===== src/rtl/ann_pkg.sv =====
// Shared types and helpers for the time-multiplexed ANN layer engine (ann_layer_seq).
package ann_pkg;

   typedef enum logic [1:0] {
      ST_IDLE = 2'd0,
      ST_MAC  = 2'd1,
      ST_DONE = 2'd2
   } state_t;

   // Counter width for a range of n values, never narrower than one bit.
   function automatic int unsigned cnt_w(input int unsigned n);
      return (n > 1) ? $clog2(n) : 1;
   endfunction

   // Flat register-file address of weight i of neuron o; i == n_in selects the bias.
   function automatic int unsigned wt_addr(input int unsigned o, input int unsigned i,
                                           input int unsigned n_in);
      return o * (n_in + 1) + i;
   endfunction

endpackage


===== src/rtl/ann_mac.sv =====
// One signed multiply-accumulate step; ANN_LAYER_SAT_EN selects a saturating
// accumulator, otherwise the sum wraps at AW bits.
module ann_mac
   import ann_pkg::*;
#(
   parameter int DW = 3,
   parameter int WW = 4,
   parameter int AW = 8
) (
   input  logic [AW-1:0] acc_i,
   input  logic [WW-1:0] w_i,
   input  logic [DW-1:0] x_i,
   output logic [AW-1:0] acc_o
);

   localparam int PW = DW + WW;

   logic [PW-1:0] prod;
   logic [AW-1:0] prod_ext;

   // Low PW bits of the unsigned product of sign-extended operands equal the signed product.
   assign prod     = {{WW{x_i[DW-1]}}, x_i} * {{DW{w_i[WW-1]}}, w_i};
   assign prod_ext = {{(AW-PW){prod[PW-1]}}, prod};

`ifdef ANN_LAYER_SAT_EN
   logic [AW:0] sum;

   assign sum = {acc_i[AW-1], acc_i} + {prod_ext[AW-1], prod_ext};

   always_comb begin
      acc_o = sum[AW-1:0];
      if (sum[AW] != sum[AW-1]) begin
         acc_o = sum[AW] ? {1'b1, {(AW-1){1'b0}}} : {1'b0, {(AW-1){1'b1}}};
      end
   end
`else
   assign acc_o = acc_i + prod_ext;
`endif

endmodule


===== src/rtl/ann_layer_seq.sv =====
// Fully-connected ANN layer, one MAC per cycle, ReLU outputs, valid/ready chaining.
// Saturating accumulation is built when ANN_LAYER_SAT_EN is defined.
//
//   state   | meaning
//   --------+--------------------------------------------------------------
//   ST_IDLE | ready for a vector; weight/bias writes accepted
//   ST_MAC  | one product per cycle, neuron by neuron
//   ST_DONE | out_vec valid and held until out_ready
module ann_layer_seq
   import ann_pkg::*;
#(
   parameter int N_IN  = 6,
   parameter int N_OUT = 3,
   parameter int DW    = 3,
   parameter int WW    = 4,
   parameter int AW    = 8
) (
   input  logic                               clk,
   input  logic                               rst,
   input  logic                               wr_en,
   input  logic [$clog2(N_OUT*(N_IN+1))-1:0]  wr_addr,
   input  logic [WW-1:0]                      wr_data,
   input  logic                               in_valid,
   output logic                               in_ready,
   input  logic [N_IN*DW-1:0]                 in_vec,
   output logic                               out_valid,
   input  logic                               out_ready,
   output logic [N_OUT*AW-1:0]                out_vec,
   output logic                               busy
);

   localparam int NW  = N_OUT * (N_IN + 1);
   localparam int ADW = $clog2(NW);
   localparam int IW  = cnt_w(N_IN);
   localparam int OW  = cnt_w(N_OUT);

   state_t         state_q, state_d;
   logic [IW-1:0]  idx_q, idx_d;
   logic [OW-1:0]  neuron_q, neuron_d, neuron_inc;
   logic [AW-1:0]  acc_q, acc_d, mac_sum, relu_val;
   logic [DW-1:0]  x_q [N_IN];
   logic [WW-1:0]  w_q [NW];
   logic [AW-1:0]  out_q [N_OUT];
   logic [ADW-1:0] rd_addr, bias0_addr, bias_nxt_addr;
   logic [WW-1:0]  bias0_w, bias_nxt_w;
   logic           wr_ok, cap_en, out_we, last_idx, last_neuron;

   assign last_idx    = (idx_q == IW'(N_IN - 1));
   assign last_neuron = (neuron_q == OW'(N_OUT - 1));
   // Wraps to 0 on the last neuron so the bias lookup below never leaves the array.
   assign neuron_inc  = last_neuron ? '0 : neuron_q + OW'(1);

   assign rd_addr       = ADW'(wt_addr(32'(neuron_q), 32'(idx_q), N_IN));
   assign bias0_addr    = ADW'(wt_addr(0, N_IN, N_IN));
   assign bias_nxt_addr = ADW'(wt_addr(32'(neuron_inc), N_IN, N_IN));
   assign bias0_w       = w_q[bias0_addr];
   assign bias_nxt_w    = w_q[bias_nxt_addr];

   ann_mac #(.DW(DW), .WW(WW), .AW(AW)) u_mac (
      .acc_i (acc_q),
      .w_i   (w_q[rd_addr]),
      .x_i   (x_q[idx_q]),
      .acc_o (mac_sum)
   );

   assign relu_val = mac_sum[AW-1] ? '0 : mac_sum;
   assign wr_ok    = wr_en && (state_q == ST_IDLE) && ({1'b0, wr_addr} < (ADW+1)'(NW));

   always_comb begin
      state_d  = state_q;
      idx_d    = idx_q;
      neuron_d = neuron_q;
      acc_d    = acc_q;
      cap_en   = 1'b0;
      out_we   = 1'b0;
      case (state_q)
         ST_IDLE: begin
            if (in_valid) begin
               cap_en   = 1'b1;
               idx_d    = '0;
               neuron_d = '0;
               acc_d    = {{(AW-WW){bias0_w[WW-1]}}, bias0_w};
               state_d  = ST_MAC;
            end
         end
         ST_MAC: begin
            if (last_idx) begin
               out_we   = 1'b1;
               idx_d    = '0;
               neuron_d = neuron_inc;
               acc_d    = {{(AW-WW){bias_nxt_w[WW-1]}}, bias_nxt_w};
               if (last_neuron) state_d = ST_DONE;
            end else begin
               idx_d = idx_q + IW'(1);
               acc_d = mac_sum;
            end
         end
         ST_DONE: begin
            if (out_ready) state_d = ST_IDLE;
         end
         default: state_d = ST_IDLE;
      endcase
   end

   always_ff @(posedge clk) begin
      if (rst) begin
         state_q  <= ST_IDLE;
         idx_q    <= '0;
         neuron_q <= '0;
         acc_q    <= '0;
         for (int i = 0; i < N_IN; i++)  x_q[i]   <= '0;
         for (int i = 0; i < NW; i++)    w_q[i]   <= '0;
         for (int k = 0; k < N_OUT; k++) out_q[k] <= '0;
      end else begin
         state_q  <= state_d;
         idx_q    <= idx_d;
         neuron_q <= neuron_d;
         acc_q    <= acc_d;
         if (cap_en) begin
            for (int i = 0; i < N_IN; i++) x_q[i] <= in_vec[i*DW +: DW];
         end
         if (wr_ok)  w_q[wr_addr]    <= wr_data;
         if (out_we) out_q[neuron_q] <= relu_val;
      end
   end

   for (genvar k = 0; k < N_OUT; k++) begin : g_out
      assign out_vec[k*AW +: AW] = out_q[k];
   end

   assign in_ready  = (state_q == ST_IDLE);
   assign out_valid = (state_q == ST_DONE);
   assign busy      = (state_q != ST_IDLE);

endmodule


===== config.mk =====
export PLATFORM = sky130hd
export DESIGN_NAME = ann_layer_seq
export DESIGN_NICKNAME = d
export VERILOG_FILES = /design/src/rtl/ann_pkg.sv /design/src/rtl/ann_mac.sv /design/src/rtl/ann_layer_seq.sv
export SDC_FILE = /design/constraint.sdc
export NUM_CORES = 1
export LEC_CHECK = 0
export CORE_UTILIZATION = 30
export CTS_BUF_LIST = sky130_fd_sc_hd__clkbuf_4 sky130_fd_sc_hd__clkbuf_8
export DETAILED_ROUTE_END_ITERATION = 8
export HOLD_SLACK_MARGIN = 0.08
export PLACE_DENSITY = 0.45
export RECOVER_POWER = 25
export SLEW_MARGIN = 10
export SYNTH_ARGS = -nofsm -noshare
export SYNTH_HDL_FRONTEND = slang
export SYNTH_HIERARCHICAL = 1
export SYNTH_SLANG_ARGS = --single-unit

===== constraint.sdc =====
create_clock -name clk -period 8.4 [get_ports clk]
set_input_delay 1.68 -clock clk [delete_from_list [all_inputs] [get_ports clk]]
set_output_delay 1.68 -clock clk [all_outputs]
set_load 0.005 [all_outputs]

Word level (Yosys, flattened, before mapping)
Memory sizes are Yosys's and may differ from the RTL's. A register that Yosys moved wholly into a read port is not among the register bits. Index checks and enable logic that the tools add are counted. Widths: inputs -> output; s select.

Register bits after elaboration: 15. Memory bits (writable): 123. Memories kept: 3. Bits of input ports: 32.

Memories: w_q (words 21, width 4, read ports 3, clocked after memory_dff 0, write ports 21, RTL line ann_layer_seq.sv:42) `logic [WW-1:0] w_q [NW];`; out_q (words 3, width 7, read ports 3, clocked after memory_dff 0, write ports 3, RTL line ann_layer_seq.sv:43) `logic [AW-1:0] out_q [N_OUT];`; x_q (words 6, width 3, read ports 1, clocked after memory_dff 1, write ports 6, RTL line ann_layer_seq.sv:41) `logic [DW-1:0] x_q [N_IN];`.

Magnitude comparators: 1. Mux-type cells: 45. $mul: 3. Add/sub/neg operators: 5. Bitwise logic cells: 6. Eq/ne operators: 8. Reduce and logical (&&, ||, !) cells: 10.

Operator list (number): $mux 3 (10); $mux 1 (17); $mux 2 (8); $mux 8 (2); $pmux 8 s2 (1); $mux 7 (2); $mul 2x3->5 const B (2); $add 8x8->8 (1); $mul 3x4->7 (1); $reduce_or 7->1 (1); $ne 2x2->1 const B (3); $or 1x1->1 (6); $pmux 2 s3 (1); $pmux 3 s2 (1); $add 5x3->5 (1); $add 5x3->5 const B (1); $lt 5x5->1 const B (1); $mux 5 (1); $eq 2x2->1 const B (2); $mux 4 (1); $pmux 2 s2 (1); $reduce_and 4->1 (1); $reduce_bool 2->1 (2); $reduce_or 4->1 (1); 9 further kinds (10).

Logic depth before layout (Yosys ltp)
Gate-level depths: netlist of the first run.

Depth in word-level cells: 8. Mapped depth: 26.

By module
The synthesis of the first run kept the hierarchy.

Modules (own cells, without submodules): ann_layer_seq (cells an instance 619, seq. area each 5375.2 µm², area an instance 8912.3 µm², instances 1); ann_mac (cells an instance 66, seq. area each 0.0 µm², area an instance 603.1 µm², instances 1).

Worst setup path after synthesis of the first run
Ideal clock, no wire load.

Kind: flip-flop to flip-flop. From: register neuron_q[0]. To: memory out_q[0][1] in the netlist's numbering (data pin). Slack: 2467 ps. Path buffers: 1. Arrival: 5672 ps. Library setup time: 260 ps. Required time: 8140 ps. Stages on the path, launching flop included: 24. Period minus slack after synthesis: 5933 ps. Cells stage by stage: dfxtp_1 > inv_1 > fa_1 > inv_1 > ha_1 > fa_1 > xor2_2 > buf_4 > mux2i_1 > a22o_1 > a221oi_1 > nand2_1 > fa_1 > fa_1 > inv_1 > ha_1 > fa_1 > ha_1 > o21ai_0 > nor2_1 > o41ai_4 > xor2_1 > nand2b_1 > nor2_1.

RTL lines: start: declaration (RTL line ann_layer_seq.sv:39) `logic [OW-1:0] neuron_q, neuron_d, neuron_inc;`; start signal: assignment (RTL line ann_layer_seq.sv:117) `neuron_q <= neuron_d;`; end: declaration (RTL line ann_layer_seq.sv:43).

==> results of run 1 <==
==> sequential cells by signal (all words and copies together) (netlist names), named ones only <==
| register | flops |
|---|---|
| x_q | 18 |
| idx_q | 3 |
| neuron_q | 2 |
| w_q | 128 |
| state_q | 2 |
| out_q | 21 |
| acc_q | 8 |
==> cells in the final DEF (no fill, tap or decap), types with 5 or more instances in the layout <==
cell type        Yosys  final
edfxtp_1           167    167
and2_1             108    101
nor2_1              73     73
conb_1               1     47
mux4_2              40     40
clkdlybuf4s50_1      0     29
dlygate4sd3_1        0     26
ha_1                25     24
mux2i_1             23     23
or2_2               21     21
nand2_1             20     20
dfxtp_1             18     18
clkbuf_8             0     18
a21oi_1             17     17
inv_1               16     16
nand2b_1            14     14
fa_1                 9      9
mux4_1               8      8
xnor2_1              8      8
nand3_1              7      7
nor2b_1              7      7
and2_0               0      7
a311oi_1             7      7
a221oi_1             5      5
nand3b_1             5      5
clkbuf_1            21      5
==> cell families after synthesis <==
kind of cell	Yosys count	share of synthesized area, %
simple gates	269	15.4
xor+xnor	12	1.18
compound gates	60	4.92
mux	74	14.5
buf+inv	50	2.35
flops	185	56.5
other cells	1	0.0394
fa+ha+maj	34	5.18
==> worst min-delay path: stages (launching register included) <==
cell and delay [ns]:
dfxtp_1 0.34, nor2_1 0.10, a311oi_1 0.05
==> metal layers <==
metal  vias up  wire length [um]
met4         0               341
li1       2686                 -
met3        20               726
met2       123             11700
met5         -                 0
met1      2894             10200
==> through the flow <==
stage | hold slack, ns | power (W) | area [sq um]
after floorplan | 0.476 | 0.00127 | 9690
after global placement | 0.497 | 0.00137 | 10600
after detailed placement | 0.514 | 0.00138 | 10600
after CTS | 0.528 | 0.00199 | 11100
after global routing | 0.543 | 0.00205 | 11000
final | 0.524 | 0.00196 | 11000
==> cell usage after synthesis, types with 4 or more instances <==
master    number
a21o_1         4
or2_2         21
nand3b_1       5
a21oi_1       17
a211oi_1       4
nand3_1        7
a311oi_1       7
nor2b_1        7
mux2i_1       23
nand2_1       20
ha_1          25
buf_2          5
edfxtp_1     167
nand4b_1       4
clkbuf_1      21
nor2_1        73
fa_1           9
a221oi_1       5
mux4_2        40
inv_1         16
a22o_1         4
buf_4          6
dfxtp_1       18
and2_1       108
nand2b_1      14
xnor2_1        8
mux4_1         8
==> worst paths after layout <==
path	startpoint	endpoint	cells past startpoint
worst max-delay path	neuron_q[0]	out_q[2][2]	22
worst min-delay path	acc_q[5]	acc_q[5]	2
worst max register to register	neuron_q[0]	out_q[2][2]	22
worst min register to register	acc_q[5]	acc_q[5]	2
==> power breakdown <==
part	internal [W]	total, W	switching (W)
sequential	0.00105	0.00108	0.0000242
combinational	0.000121	0.000271	0.000150
clock	0.000257	0.000617	0.000360
==> area by class of cell <==
cell class / instances / area (sq um) / area share [%]
clock buffer: 18 / 248 / 2.25
sequential: 185 / 5380 / 48.7
tap: 396 / 495 / 4.49
clock inverter: 14 / 156 / 1.42
timing repair buffer: 64 / 599 / 5.43
multi-input combinational: 496 / 4100 / 37.1
inverter: 16 / 60.1 / 0.544
==> flow_metrics.env, run 1 <==
export IMPL_yosys_warnings=6
export IMPL_grt_use_met3_pct=2.30
export IMPL_vias=5723
export IMPL_finClkSkew_ns=0.0135
export IMPL_syn_area_per_cell_sq_um=13.9
export IMPL_die_w_um=180
export IMPL_fin_ws_ns=1.44
export IMPL_fill_cells=3048
export IMPL_drt_iter0_drc=383
export IMPL_critPathRequiredTime_ns=8.60
export IMPL_violations="max-capacitance violations, max-slew violations"
export IMPL_clk_latency_ns=0.46
export IMPL_r2r_slack_ns=1.44
export IMPL_dp_worst_setup_slack_ns=1.43
export IMPL_critical_path_max_fanout=13
export IMPL_status="complete, but fails checks"
export IMPL_p_leak_nw=4.04
export IMPL_netlist_area_sq_mm=0.00952
export IMPL_antenna_found_initial=2
export IMPL_crit_type="flip-flop to flip-flop"
export IMPL_yosysUniqueCellTypes=51
export IMPL_hold_class="flip-flop to flip-flop"
export IMPL_slowest_stage="xor2_2"
export IMPL_dieArea_sq_mm=0.0324
export IMPL_port_buffers=55
export IMPL_ys_seq_area_share_pct=56.5
export IMPL_layout_min_cycle_time_ns=6.96
export IMPL_placed_cells=1157
export IMPL_post_cts_setup_buffers=0
export IMPL_h_tree_depth=4
export IMPL_ant_nets=0
export IMPL_yosys_top_cells_area="edfxtp_1 (53%), mux4_2 (9.5%), and2_1 (7.1%)"
export IMPL_async_reset_ff_share_pct=0
export IMPL_grt_max_degree=42
export IMPL_drive_gt1_share_pct=13.7
export IMPL_grt_met1_usage_pct=18.8
export IMPL_gp_congestion=0.789
export IMPL_finalSetupTns_ns=0
export IMPL_ir_drop_v=0.0000953
export IMPL_arrival_ns=7.17
export IMPL_powerDensity_mw_per_mm2=178
export IMPL_use_met2_pct=25.6
export IMPL_finalMaxSlewViolations=141
export IMPL_synth_top_cell_by_area="edfxtp_1"
export IMPL_wl_per_cell_um=19.3
export IMPL_rsz0062_at_grt="no"
export IMPL_num_rows=64
export IMPL_ys_seq_elements=185
export IMPL_viasPerCell=4.81
export IMPL_grt_pass1_vias=6067
export IMPL_cts_resized=0
export IMPL_yosys_most_used_dff="edfxtp_1"
export IMPL_layout_nets=846
export IMPL_n_antenna_cell=0
export IMPL_slowest_delay_ns=0.77
export IMPL_dr_pass1_iters=5
export IMPL_cap_violations=4
export IMPL_crit_chain="inv_1 -> fa_1 -> inv_1 -> ha_1 -> fa_1 -> xor2_2 -> mux2i_1 -> a22o_1 -> a221oi_1 -> nand2_1 -> fa_1 -> fa_1 -> inv_1 -> ha_1 -> fa_1 -> ha_1 -> o21ai_0 -> nor2_1 -> o41ai_4 -> xor2_1 -> nand2b_1 -> nor2_1"
export IMPL_die_h_um=180
export IMPL_drc_errors=0
export IMPL_numCtsBuffers=17
export IMPL_cts_root_buf="clkbuf_8"
export IMPL_grt_first_pass_wirelength_mm=35.7
export IMPL_finalSetupViolCount=0
export IMPL_path_clk_slew_ns=0.10
export IMPL_endpoint_kind="flip-flop"
export IMPL_tightest_slew_ns=2.20
export IMPL_core_sq_mm=0.0309
export IMPL_ios=59
export IMPL_max_freq_mhz=144
export IMPL_routed_wl_mm=23.0
export IMPL_start_util_pct=30.8
export IMPL_grt_overflow=0
export IMPL_cts_buffer_depth=2
export IMPL_fin_util_pct=35.7
export IMPL_finalHoldViolations=0
export IMPL_grt_total_usage_pct=14.7
export IMPL_synth_edff_count=167
export IMPL_dp_hpwl_mm=17.1
export IMPL_stdcell_count=1189
export IMPL_max_slew_margin_pct=-46.5
export IMPL_holdBufCountCts=0
export IMPL_grt_busiest_layer="met2"
export IMPL_cts_sinks=185
export IMPL_cts_tree="built"
export IMPL_critical_path_buf_inv_count=3
export IMPL_critPathTopFamily="adder cells"
export IMPL_syn_instance_count=685
export IMPL_start_kind="flip-flop"
export IMPL_critPathMostFrequentCell="fa_1"
export IMPL_syn_to_final_growth_pct=15.9
export IMPL_synth_top_area_share_pct=52.7
export IMPL_period_share_pct=82.9
No activity file was read; power rests on OpenSTA's default activity.
==> run 2, diff against run 1 <==
- PLACE_DENSITY: 0.45 -> 0.47
- clock period: 8.4 -> 5.7 ns (I/O delays scaled with it)
==> flow_metrics.env, run 2 (synthesis gave the netlist of run 1 again) <==
export IMPL_drt_iter0_drc=358
export IMPL_whs_path_depth=2
export IMPL_max_slew_margin_pct=-8.59
export IMPL_critical_path_max_fanout=11
export IMPL_die_w_um=180
export IMPL_layout_min_cycle_time_ns=5.72
export IMPL_gp_congestion=0.798
export IMPL_drc_errors=0
export IMPL_min_from="acc_q[3]"
export IMPL_path_clk_slew_ns=0.10
export IMPL_period_share_pct=100
export IMPL_n_antenna_cell=0
export IMPL_stdcell_count=1227
export IMPL_final_cell_mix="edfxtp_1 (167), and2_1 (107), nor2_1 (70), clkdlybuf4s50_1 (52), conb_1 (47)"
export IMPL_layout_nets=884
export IMPL_holdBufCountCts=0
export IMPL_powerDensity_mw_per_mm2=265
export IMPL_num_rows=64
export IMPL_crit_type="flip-flop to flip-flop"
export IMPL_regMostFlops="w_q"
export IMPL_p_leak_nw=4.29
export IMPL_grt_max_degree=41
export IMPL_final_common_cell="edfxtp_1"
export IMPL_reg2reg_from="idx_q[1]"
export IMPL_rr_worst_depth=24
export IMPL_grt_pass1_vias=6169
export IMPL_violations="max-capacitance violations, max-slew violations, negative setup slack"
export IMPL_cts_root_buf="clkbuf_8"
export IMPL_antenna_found_initial=0
export IMPL_routed_wl_mm=23.6
export IMPL_dr_pass1_iters=5
export IMPL_grt_total_usage_pct=15.0
export IMPL_dp_hpwl_mm=17.1
export IMPL_critPathTopFamily="adder cells"
export IMPL_port_buffers=55
export IMPL_rsz0062_at_grt="yes"
export IMPL_slowest_delay_ns=0.53
export IMPL_dieArea_sq_mm=0.0324
export IMPL_status="complete, but fails checks"
export IMPL_clk_latency_ns=0.48
export IMPL_crit_chain="inv_2 -> fa_1 -> inv_1 -> ha_2 -> fa_2 -> xor2_4 -> buf_12 -> buf_4 -> mux2i_2 -> a221oi_2 -> buf_4 -> and2_1 -> fa_1 -> ha_1 -> ha_1 -> a21o_1 -> a21oi_2 -> xnor2_2 -> ha_4 -> o41ai_4 -> xor2_2 -> buf_6 -> nand2b_4 -> nor2_1"
export IMPL_finClkSkew_ns=0.0150
export IMPL_cts_sinks=185
export IMPL_tightest_slew_ns=1.63
export IMPL_finalHoldViolations=0
export IMPL_max_freq_mhz=175
export IMPL_ios=59
export IMPL_grt_first_pass_wirelength_mm=36.5
export IMPL_cap_violations=3
export IMPL_syn_to_final_growth_pct=22.4
export IMPL_grt_overflow=0
export IMPL_h_tree_depth=4
export IMPL_r2r_slack_ns=-0.02
export IMPL_start_kind="flip-flop"
export IMPL_largest_reg_flops=128
export IMPL_critical_path_buf_inv_count=6
export IMPL_numCtsBuffers=17
export IMPL_start_util_pct=30.8
export IMPL_viasPerCell=4.81
export IMPL_hold_class="flip-flop to flip-flop"
export IMPL_placed_cells=1188
export IMPL_fin_ws_ns=-0.0198
export IMPL_slowest_stage="fa_1"
export IMPL_wl_per_cell_um=19.2
export IMPL_ir_drop_v=0.000142
export IMPL_dp_worst_setup_slack_ns=-0.662
export IMPL_core_sq_mm=0.0309
export IMPL_hold_end="acc_q[3]"
export IMPL_vias=5901
export IMPL_worstReg2RegEnd="out_q[1][2]"
export IMPL_cts_buffer_depth=2
export IMPL_critPathRequiredTime_ns=5.91
export IMPL_arrival_ns=5.93
export IMPL_reg_top3="w_q (128), out_q (21), x_q (18)"
export IMPL_endpoint_kind="flip-flop"
export IMPL_finalSetupViolCount=10
export IMPL_die_h_um=180
export IMPL_cts_tree="built"
export IMPL_finalMaxSlewViolations=99
export IMPL_ant_nets=0
export IMPL_drive_gt1_share_pct=22.3
==> run 2: layout make-up <==
type | instances | area [sq um]
Timing Repair Buffer | 102 | 958
Clock inverter | 15 | 190
Fill cell | 2937 | 19300
Tap cell | 396 | 495
Clock buffer | 17 | 234
Multi-Input combinational cell | 496 | 4330
Sequential cell | 185 | 5380
Inverter | 16 | 60.1
==> run 2: timing repair <==
item	CTS	global route
hold endpoints to repair	0	0
pin swaps	11	16
cloned	0	0
resized for setup	20	22
setup endpoints to repair	25	25
setup buffers	6	2
==> run 2: worst max-delay path by stage <==
| stage | from | end | slack, ns | cells past startpoint |
|---|---|---|---|---|
| floorplan | neuron_q[0] | out_q[0][1] | 0.01 | 23 |
| global placement | idx_q[1] | out_q[1][2] | -0.62 | 24 |
| detailed placement | idx_q[1] | out_q[1][2] | -0.66 | 25 |
| CTS | idx_q[1] | out_q[1][2] | -0.26 | 25 |
| global route | idx_q[1] | out_q[1][0] | -0.25 | 26 |
| finish | idx_q[1] | out_q[1][2] | -0.02 | 24 |
==> run 2: metrics by stage <==
stage | area [sq um] | hold slack [ns] | utilization (%) | TNS [ns] | power [W]
floorplan | 9720 | 0.476 | - | 0 | 0.00188
finish | 11600 | 0.514 | 37.7 | -0.0776 | 0.00309
CTS | 11500 | 0.516 | 37.3 | -5.48 | 0.00308
detailed placement | 10900 | 0.499 | 35.4 | -14.80 | 0.00209
global route | 11600 | 0.539 | 37.7 | -5.43 | 0.00322
global placement | 10900 | 0.497 | 35.4 | -13.90 | 0.00208
==> run 2: tightest hold or removal path, stage by stage, from the launching register on <==
cell and delay, ns:
dfxtp_1 0.33, nor2_1 0.10, a311oi_1 0.05
==> run 2: where the power goes <==
part           internal [W]  switching (W)
logic              0.000286       0.000272
clock network      0.000443       0.000501
registers           0.00155      0.0000351
==> run 2: per-layer routing <==
metal	GRT usage (%)	wire length (um)	up-vias
met5	0	0	-
met4	5.03	461	0
met3	2.89	914	25
met2	25.6	11900	147
met1	19.2	10300	2977
li1	-	-	2752
